<file path="config.mk">
export PLATFORM = sky130hd
export DESIGN_NAME = f_fetch_unit_flat
export DESIGN_NICKNAME = d
export VERILOG_FILES = /design/src/rtl/f_fetch_unit_if.sv /design/src/rtl/f_fetch_unit.sv /design/src/flat_wrapper.sv
export SDC_FILE = /design/constraint.sdc
export NUM_CORES = 1
export LEC_CHECK = 0
export ABC_AREA = 1
export CAP_MARGIN = 20
export CORE_MARGIN = 3
export CORE_UTILIZATION = 42
export DETAILED_ROUTE_END_ITERATION = 8
export PLACE_DENSITY = 0.8
export SYNTH_ARGS = -nofsm -noshare
export SYNTH_HDL_FRONTEND = slang
export SYNTH_SLANG_ARGS = --single-unit
</file>
<file path="constraint.sdc">
create_clock -name clk -period 1.7 [get_ports clk]
set_input_delay 0.51 -clock clk [delete_from_list [all_inputs] [get_ports clk]]
set_output_delay 0.51 -clock clk [all_outputs]
set_load 0.05 [all_outputs]
</file>
<file path="src/rtl/f_fetch_unit_if.sv">
// Instruction-memory request/response bus between the fetch unit and imem.
interface f_fetch_unit_if;
    localparam int unsigned XLEN = 32;

    logic            imem_req;
    logic [XLEN-1:0] imem_addr;
    logic            imem_ready;
    logic            imem_rvalid;
    logic [XLEN-1:0] imem_rdata;

    modport master (
        output imem_req,
        output imem_addr,
        input  imem_ready,
        input  imem_rvalid,
        input  imem_rdata
    );

    modport slave (
        input  imem_req,
        input  imem_addr,
        output imem_ready,
        output imem_rvalid,
        output imem_rdata
    );
endinterface

</file>
<file path="src/rtl/f_fetch_unit.sv">
// F-stage fetch unit: owns the PC, keeps one imem request outstanding and holds
// the returned instruction for the D stage until it is accepted or redirected away.
module f_fetch_unit #(
    parameter logic [31:0] BOOT_PC = 32'h8000_0000,
    parameter int unsigned PC_STEP = 4
) (
    input  logic                 clk,
    input  logic                 reset,
    input  logic                 en,
    input  logic                 redirect,
    input  logic [31:0]          redirect_pc,
    f_fetch_unit_if.master       imem,
    output logic                 F_valid,
    output logic [31:0]          F_instr,
    output logic [31:0]          F_pc,
    output logic                 F_adel
);
    localparam int unsigned XLEN = 32;

    localparam logic [1:0] S_IDLE = 2'd0;
    localparam logic [1:0] S_REQ  = 2'd1;
    localparam logic [1:0] S_WAIT = 2'd2;
    localparam logic [1:0] S_HAVE = 2'd3;

    logic [1:0]      state_q, state_d;
    logic [XLEN-1:0] pc_q, pc_d;
    logic            kill_q, kill_d;
    logic            valid_d, adel_d;
    logic [XLEN-1:0] instr_d, fpc_d;
    logic            pc_aligned;

    assign pc_aligned     = (pc_q[1:0] == 2'b00);
    // Misaligned PCs never reach imem; the request is suppressed and F_adel raised instead.
    assign imem.imem_req  = (state_q == S_REQ) && pc_aligned;
    assign imem.imem_addr = pc_q;

    // State and datapath registers.
    always_ff @(posedge clk or negedge reset) begin
        if (!reset) begin
            state_q <= S_IDLE;
            pc_q    <= BOOT_PC;
            kill_q  <= 1'b0;
            F_valid <= 1'b0;
            F_instr <= '0;
            F_pc    <= BOOT_PC;
            F_adel  <= 1'b0;
        end else begin
            state_q <= state_d;
            pc_q    <= pc_d;
            kill_q  <= kill_d;
            F_valid <= valid_d;
            F_instr <= instr_d;
            F_pc    <= fpc_d;
            F_adel  <= adel_d;
        end
    end

    // Next-state and output decode.
    always_comb begin
        state_d = state_q;
        pc_d    = pc_q;
        kill_d  = kill_q;
        valid_d = F_valid;
        instr_d = F_instr;
        fpc_d   = F_pc;
        adel_d  = F_adel;

        case (state_q)
            S_IDLE: begin
                if (redirect) pc_d = redirect_pc;
                state_d = S_REQ;
            end
            S_REQ: begin
                if (redirect) begin
                    // A handshake this cycle leaves a response in flight that must be dropped.
                    pc_d = redirect_pc;
                    if (imem.imem_req && imem.imem_ready) begin
                        kill_d  = 1'b1;
                        state_d = S_WAIT;
                    end
                end else if (!pc_aligned) begin
                    valid_d = 1'b1;
                    adel_d  = 1'b1;
                    instr_d = '0;
                    fpc_d   = pc_q;
                    state_d = S_HAVE;
                end else if (imem.imem_ready) begin
                    state_d = S_WAIT;
                end
            end
            S_WAIT: begin
                if (imem.imem_rvalid) begin
                    if (redirect || kill_q) begin
                        if (redirect) pc_d = redirect_pc;
                        kill_d  = 1'b0;
                        state_d = S_REQ;
                    end else begin
                        valid_d = 1'b1;
                        adel_d  = 1'b0;
                        instr_d = imem.imem_rdata;
                        fpc_d   = pc_q;
                        state_d = S_HAVE;
                    end
                end else if (redirect) begin
                    pc_d   = redirect_pc;
                    kill_d = 1'b1;
                end
            end
            S_HAVE: begin
                if (redirect) begin
                    pc_d    = redirect_pc;
                    valid_d = 1'b0;
                    adel_d  = 1'b0;
                    state_d = S_REQ;
                end else if (en) begin
                    pc_d    = pc_q + XLEN'(PC_STEP);
                    valid_d = 1'b0;
                    adel_d  = 1'b0;
                    state_d = S_REQ;
                end
            end
            default: state_d = S_IDLE;
        endcase
    end
endmodule

</file>
<file path="src/flat_wrapper.sv">
// flat-port wrapper written by rule: the top's interface ports become plain ports
module f_fetch_unit_flat 
#(
    parameter logic [31:0] BOOT_PC = 32'h8000_0000,
    parameter int unsigned PC_STEP = 4
)
  (clk, reset, en, redirect, redirect_pc, F_valid, F_instr, F_pc, F_adel, imem_imem_req, imem_imem_addr, imem_imem_ready, imem_imem_rvalid, imem_imem_rdata);
  f_fetch_unit_if imem_i ();
  input  logic clk;
  input  logic reset;
  input  logic en;
  input  logic redirect;
  input  logic [31:0] redirect_pc;
  output logic F_valid;
  output logic [31:0] F_instr;
  output logic [31:0] F_pc;
  output logic F_adel;
  output wire logic [$bits(imem_i.imem_req)-1:0] imem_imem_req;
  output wire logic [$bits(imem_i.imem_addr)-1:0] imem_imem_addr;
  input wire logic [$bits(imem_i.imem_ready)-1:0] imem_imem_ready;
  input wire logic [$bits(imem_i.imem_rvalid)-1:0] imem_imem_rvalid;
  input wire logic [$bits(imem_i.imem_rdata)-1:0] imem_imem_rdata;
  assign imem_imem_req = imem_i.imem_req;
  assign imem_imem_addr = imem_i.imem_addr;
  assign imem_i.imem_ready = imem_imem_ready;
  assign imem_i.imem_rvalid = imem_imem_rvalid;
  assign imem_i.imem_rdata = imem_imem_rdata;
  f_fetch_unit #(.BOOT_PC(BOOT_PC), .PC_STEP(PC_STEP)) u_core (.clk(clk), .reset(reset), .en(en), .redirect(redirect), .redirect_pc(redirect_pc), .imem(imem_i), .F_valid(F_valid), .F_instr(F_instr), .F_pc(F_pc), .F_adel(F_adel));
endmodule
</file>
* Word-level counts from Yosys, hierarchy flattened
Cells that the tools add are included.
** Operators by class
- Eq/ne operators :: 14
- Reduce and logical (&&, ||, !) cells :: 13
- Add/sub/neg operators :: 1
- Muxes and demuxes :: 41
** Operators by type and width (count)
- $mux 32 :: 13
- $pmux 32 s2 :: 2
- $pmux 32 s3 :: 1
- $add 32x3->32 const B :: 1
- $mux 2 :: 8
- $mux 1 :: 13
- $ne 2x2->1 const B :: 6
- $reduce_and 5->1 :: 2
- $ne 3x3->1 const B :: 3
- $pmux 2 s4 :: 1
- $pmux 1 s3 :: 2
- $reduce_and 6->1 :: 1
- $eq 2x2->1 const B :: 2
- $logic_not 2->1 :: 2
- $ne 4x4->1 const B :: 1
- $reduce_and 4->1 :: 1
- $ne 3x2->1 const B :: 1
- $reduce_bool 3->1 :: 1
- $eq 2x1->1 const B :: 1
- $logic_and 1x1->1 :: 2
- $pmux 1 s2 :: 1
- $reduce_and 2->1 :: 1
- $reduce_bool 2->1 :: 1
- $reduce_or 2->1 :: 1
- $logic_or 1x1->1 :: 1
** Storage, ports and cells
- Bits of input ports :: 70
- Output and inout bits :: 99
- Register bits after elaboration :: 101

* Depth between registers and ports, before layout
Gate-level depths: netlist of the first run.
- Word-level depth :: 6
- Depth in mapped cells :: 12

* Worst setup path before layout of the first run
OpenSTA, ideal clock, no wires.
- Kind :: register -> register
- From :: reg u_core.pc_q[3] (netlist: u_core.imem.imem_addr[3])
- To :: reg u_core.pc_q[14] (netlist: u_core.imem.imem_addr[14])
- Library setup time :: 0.113 ns
- Period minus slack after synthesis :: 1.893 ns
- Arrival time :: 1.780 ns
- Setup slack :: -0.193 ns
- Required time :: 1.587 ns
- Cell stages (with the launch flop) :: 11
- Cell sequence :: dfrtp_1 ha_1 nand2_1 nor2_1 nand2_1 nor2_1 nand3_1 o21ai_0 nand2_1 nand2_1 inv_1
** On the way
- Cells in the longest elaborated chain, start to end :: 4
** RTL lines
- start, declared :: RTL line f_fetch_unit.sv:26 : logic [XLEN-1:0] pc_q, pc_d;
- start signal, assigned :: RTL line f_fetch_unit.sv:49 : pc_q <= pc_d;
- $add 32x3->32 :: RTL line f_fetch_unit.sv:116 : pc_d = pc_q + XLEN'(PC_STEP);
- $mux 32 :: RTL line f_fetch_unit.sv:115 : end else if (en) begin
- $mux 32 :: RTL line f_fetch_unit.sv:110 : if (redirect) begin
- $pmux 32 s3 :: RTL line f_fetch_unit.sv:68 : case (state_q)
No other way between the ends. The select of a mux whose other input is x is not followed.
A chain may end at the register's enable or synchronous reset.

* Worst setup path after layout of the first run
- From :: reg u_core.pc_q[12] (netlist: u_core.imem.imem_addr[12])
- To :: reg u_core.pc_q[28] (netlist: u_core.imem.imem_addr[28])
Same word-level chain as after synthesis.

==> results of run 1 <==
==> path summary, 6_finish.rpt <==
kind	to	startpoint	slack, ns	cells after the start
min in group clk	u_core.imem.imem_addr[31]	u_core.imem.imem_addr[31]	0.52	2
min reg2reg	u_core.imem.imem_addr[31]	u_core.imem.imem_addr[31]	0.52	2
min	u_core.F_instr[24]	reset	0.09	1
max in group asynchronous	u_core.imem.imem_addr[11]	reset	1.03	2
max reg2reg	u_core.imem.imem_addr[28]	u_core.imem.imem_addr[12]	-0.20	9
max	u_core.imem.imem_addr[28]	u_core.imem.imem_addr[12]	-0.20	9
==> metal layers <==
| layer | up-vias | GRT usage [%] | part of all wire, % |
|---|---|---|---|
| met3 | 162 | 4.37 | 10 |
| met5 | - | 0 | 0 |
| li1 | 2726 | - | - |
| met4 | 0 | 8.50 | 6.6 |
| met2 | 593 | 42.5 | 48 |
| met1 | 3030 | 33.7 | 35 |
==> cells in the mapped netlist (2+ instances only) <==
| master | number |
|---|---|
| a22oi_1 | 2 |
| nor2_1 | 121 |
| nor3_1 | 2 |
| o21ai_0 | 30 |
| buf_6 | 6 |
| nand4_1 | 2 |
| ha_1 | 4 |
| buf_4 | 6 |
| nand2_1 | 172 |
| dfstp_2 | 2 |
| nand3_1 | 67 |
| a31oi_1 | 2 |
| buf_2 | 10 |
| a21oi_1 | 37 |
| o21ai_1 | 36 |
| o22ai_1 | 5 |
| dfrtp_1 | 99 |
| clkbuf_1 | 8 |
| inv_1 | 90 |
==> stage by stage <==
step	hold WS, ns	power [mW]	area [um^2]	setup TNS, ns	setup WS [ns]
3_5_place_dp	0.465	15.7	8330	-35.52	-0.440
3_3_place_gp	0.457	15.5	8330	-33.51	-0.403
5_1_grt	0.104	22.1	10300	-14.20	-0.309
6_report	0.0936	21.4	10300	-6.90	-0.196
2_1_floorplan	0.214	10.1	5250	-0.0453	-0.0429
4_1_cts	0.0991	19.1	8990	-1.10	-0.0901
==> cells by family (layout without fill, tap and decap cells) <==
group / after synthesis / in the layout / share of synthesized area, %
and+or+nand+nor: 370 / 370 / 28.9
buffers and inverters: 122 / 357 / 10.3
xor gates and xnor gates: 2 / 2 / 0.334
AOI/OAI and AO/OA: 114 / 114 / 11.3
DFF: 101 / 101 / 48.3
adders and majority gates: 4 / 4 / 0.955
==> critical path: stages (launching register included) <==
cell and delay, ns:
dfrtp_1 0.50, nand2_1 0.17, nor2_2 0.23, nand2_1 0.20
nor2_1 0.26, nand2_1 0.09, nand2_1 0.09, nand3_1 0.09
nand2_1 0.09, nand2_1 0.06
==> power breakdown <==
| part | switching, mW | internal [mW] | total, mW | leakage (nW) |
|---|---|---|---|---|
| Sequential | 1.40 | 3.39 | 4.79 | 1.23 |
| Combinational | 7.87 | 6.52 | 14.4 | 2.95 |
| Clock | 0.960 | 1.23 | 2.19 | 0.149 |
| Total | 10.2 | 11.1 | 21.4 | 4.33 |
==> final cells by class <==
class / count / area, um^2 / share of cell area, %
Clock inverter: 4 / 55.1 / 0.537
Multi-Input combinational cell: 490 / 3080 / 30.1
Clock buffer: 12 / 256 / 2.50
Timing Repair Buffer: 250 / 3760 / 36.6
Tap cell: 168 / 210 / 2.05
Inverter: 91 / 355 / 3.47
Sequential cell: 101 / 2530 / 24.7
==> flip-flops by register name, summed over array words and instances (netlist names) <==
register and cells:
u_core.kill_q 1, u_core.F_adel 1, u_core.F_instr 32, u_core.F_valid 1, u_core.imem.imem_addr 32, u_core.F_pc 32
u_core.state_q 2
==> what timing repair did <==
item | 4_1_cts | 5_1_grt
setup endpoints to repair | 81 | 98
resized for setup | 43 | 249
pin swaps | 5 | 58
setup buffers | 13 | 11
cloned | 4 | 15
hold buffers | 0 | 0
==> placed cells by master, fill, tap and decap left out, types with 3 or more instances in the layout <==
master / Yosys / routed
nand2_1: 172 / 159
buf_12: 0 / 113
dfrtp_1: 99 / 95
inv_1: 90 / 83
clkdlybuf4s50_1: 0 / 67
nor2_1: 121 / 65
nor2_4: 1 / 38
buf_4: 6 / 37
nand3_2: 0 / 34
a21oi_2: 0 / 31
o21ai_1: 36 / 29
nand3_1: 67 / 27
o21ai_2: 0 / 24
nor2_2: 1 / 20
clkbuf_16: 0 / 20
buf_6: 6 / 15
o21ai_0: 30 / 12
nand2_2: 1 / 11
nand3_4: 0 / 6
a21oi_1: 37 / 5
inv_2: 1 / 4
o22ai_2: 0 / 4
buf_8: 0 / 4
dfrtp_2: 0 / 4
nand2_4: 0 / 3
==> out/summary.txt, run 1 <==
DIE AREA - 13900 um^2
Vias in the first global route - 5581
Initial Util - 43.3%
Tmin final - 1.90 ns
YS warnings - 0
Startpoint Class - register
Layout cells sized above 1 - 41.2%
Critical Path RT - 1.93 ns
TritonCTS clock tree - yes
Cell Pwr Density - 2090 nW/um^2
WS Path Type - reg2reg
Layout area overhead - 95.6%
CTS sink count - 101
Total Routing Usage GR - 25.5%
Skew-Pair Late Insertion Delay - 0.35 ns
Slew headroom - 63.9%
Global-route wire length before repair - 28.7 mm
Post-synth top area share - 47.3%
CTS clk-pin slew, worst paths - 0.07 ns
Final setup margin - -0.196 ns
RSZ-0062 raised after global routing - true
Mapped Cells - 713
Upper clock frequency limit - 527 MHz
Max-cap viol count - 0
Final std cells w/o fill - 1116
Endpoints failing hold - 0
Final WL - 24.4 mm
Number of unique standard cell types used by synthesis - 31
Via count - 6511
Main area contributors after synthesis - dfrtp_1 (47%), nand2_1 (12%), nor2_1 (8.7%)
Placer congestion estimate - 0.903
Setup Viol. Count Final - 93
Initial DRC Count - 873
Largest net degree at the start of global routing - 38
CTS max path bufs - 2
Clock skew - 0.00946 ns
Grt ovf - 0
Drt drc - 0
Diodes inserted - 0
CP Capture Type - register
HPWL after detailed placement - 12.7 mm
VDD IR max - 1.05 mV
Synth Cell Area - 5240 um^2
Core area - 12100 um^2
H-tree depth - 3
Final #Nets - 1017
Die Wd - 118 um
Wire per inst - 21.9 um
Initial antenna violation count - 0
Final core occ - 84.6%
Failing checks - setup timing
Port Buffer Count - 168
CTS buffer count - 9
Worst Tran Pin Value - 0.541 ns
Syn_area_per_cell - 7.35 um^2
CTS root buffer - clkbuf_16
IO Count - 169
Post-synth EDFFs - 0
Outcome - finished with violations
Drt via density - 5.83
Synthesized flop and latch total - 101
Die height - 118 um
Post-synthesis sequential area ratio - 48.3%
Synth area leader - dfrtp_1
Post-synth top flop - dfrtp_1
FILL cells - 558
Post-synthesis async set-or-reset flop share - 100%
Arrival time of the worst setup path - 2.13 ns
# rows - 40
DR pass1 iterations - 6
Max FO, Critical Path - 4
Placed Instances - 1060
Leak - 4.33 nW
Worst Hold Class - in2async
Max-slew violation count - 0
Period utilization - 112%
Routed Antenna Nets - 0
Post-Syn Nets - 787
Power figures use the tool's default switching activity.
==> run 2, diff against run 1 <==
- CORE_UTILIZATION: 42 -> 30
- GPL_TIMING_DRIVEN: unset -> 0
- PLACE_DENSITY: 0.8 -> 0.61
==> run 2 against run 1 <==
Net effect: the flow still finishes with violations (setup timing); non-clock buffer count down 23; fmax up 3.2%; sequential power down 13%; cell count up 2.6%; final area down 17%; clock power down 5%; via count down 16%; combinational power down 17%; sequential cell count unchanged; power down 15%; die area up 38%.
==> out/summary.txt, run 2 (synthesized netlist as in run 1, its figures left out) <==
Final setup margin - -0.137 ns
CTS buffer count - 9
R2R cell count - 10
Total Routing Usage GR - 19.8%
Worst Tran Pin Value - 0.482 ns
Grt ovf - 0
CTS root buffer - clkbuf_16
VDD IR max - 1.05 mV
Routed Antenna Nets - 0
RSZ-0062 raised after global routing - true
HPWL after detailed placement - 13.5 mm
Most frequent cells in the layout - nand2_1 (168), nor2_1 (95), dfrtp_1 (93)
Largest net degree at the start of global routing - 69
Worst path cell trace - buf_6 -> ha_4 -> nand2_4 -> inv_2 -> buf_8
Worst r2r src - u_core.state_q[0]
Final WL - 19.1 mm
Leading cell type in the layout, fill and taps excluded - nand2_1
TritonCTS clock tree - yes
# rows - 47
Final #Nets - 994
Max FO, Critical Path - 5
Via count - 5455
Slew headroom - 67.9%
Global-route wire length before repair - 30.1 mm
Drt via density - 4.76
Layout area overhead - 63.0%
Endpoints failing hold - 0
Diodes inserted - 0
CTS sink count - 101
Worst Hold Class - in2async
Initial antenna violation count - 0
Layout cells sized above 1 - 30.8%
Drt drc - 0
CP Capture Type - output pin
DR pass1 iterations - 5
IO Count - 169
Wire per inst - 16.7 um
Setup crit start - u_core.state_q[0]
Period utilization - 108%
Max-cap viol count - 0
Buf+Inv Stages, Crit Path - 3
Max-slew violation count - 0
Skew-Pair Late Insertion Delay - 0.35 ns
Outcome - finished with violations
WS Path Type - reg2out
Leak - 3.67 nW
Vias in the first global route - 5456
Max incr delay on CP - 0.40 ns
CTS max path bufs - 2
Initial DRC Count - 302
Arrival time of the worst setup path - 1.33 ns
Worst flop-to-flop path endpoint - u_core.F_instr[20]
Die Wd - 138 um
Place WS - -0.802 ns
Upper clock frequency limit - 544 MHz
Slowest library cell on the worst path - dfrtp_1
Placer congestion estimate - 0.898
Initial Util - 31.2%
Die height - 138 um
Tmin final - 1.84 ns
Port Buffer Count - 168
Startpoint Class - register
CTS clk-pin slew, worst paths - 0.07 ns
Critical Path RT - 1.19 ns
Stages on worst setup path - 5
H-tree depth - 3
Core area - 16800 um^2
Failing checks - setup timing
Final std cells w/o fill - 1145
Hold_ws - 0.115 ns
Cell Pwr Density - 2130 nW/um^2
Clock skew - 0.00918 ns
Worst reg2reg setup slack - -0.10 ns
Setup Viol. Count Final - 65
Placed Instances - 1102
Critical path's top delay family - flip-flops
DIE AREA - 19100 um^2
run 2: cell types whose count changed in the layout (fill, tap and decap cells not counted), sizes merged:
cell,previous run,this run
dlymetal6s2s,0,1
buf,171,82
clkdlybuf4s15,0,66
clkinv,2,1
inv,90,91
dlygate4sd2,1,0
run 2: layout make-up:
class,instances,area [um^2]
buffer,28,349
clock buffer,12,236
clock inverter,4,50.0
fill,1629,8280
inverter,91,344
multi-input combinational,490,2620
sequential,101,2540
tap,220,275
timing repair buffer,199,2130
run 2: worst max path at each step:
stage	endpoint	slack (ns)
global placement	u_core.imem.imem_addr[2]	-4.46
detailed placement	u_core.imem.imem_addr[16]	-0.80
floorplan	u_core.kill_q	-0.04
global route	imem_imem_req	-0.17
finish	imem_imem_req	-0.14
CTS	imem_imem_req	-0.15
run 2: metal layers:
metal,track usage (%),routed length [um]
met1,27.3,8900
met2,31.9,8820
met3,3.42,1110
met4,5.93,289
met5,0,0
run 2: timing repair:
action,CTS,global route
pin swaps,6,6
hold buffers,0,0
setup buffers,18,4
endpoints found under the setup margin,193,104
cloned,7,3
resized for setup,495,88
run 2: where the power goes:
part	total, mW	internal, mW	leakage, nW	switching, mW
combinational	11.9	4.64	2.31	7.26
sequential	4.19	3.39	1.23	0.794
clock	2.08	1.14	0.133	0.935
total	18.2	9.17	3.67	8.99
run 2: through the flow:
stage | TNS [ns] | util (%) | total power [mW] | cell area (um^2)
global placement | -458.93 | 42.8 | 13.2 | 7200
global route | -7.96 | 50.8 | 19.2 | 8540
detailed placement | -54.33 | 43.0 | 13.3 | 7230
floorplan | -0.0453 | - | 10.1 | 5250
CTS | -7.00 | 49.2 | 17.3 | 8270
finish | -3.64 | 50.8 | 18.2 | 8540
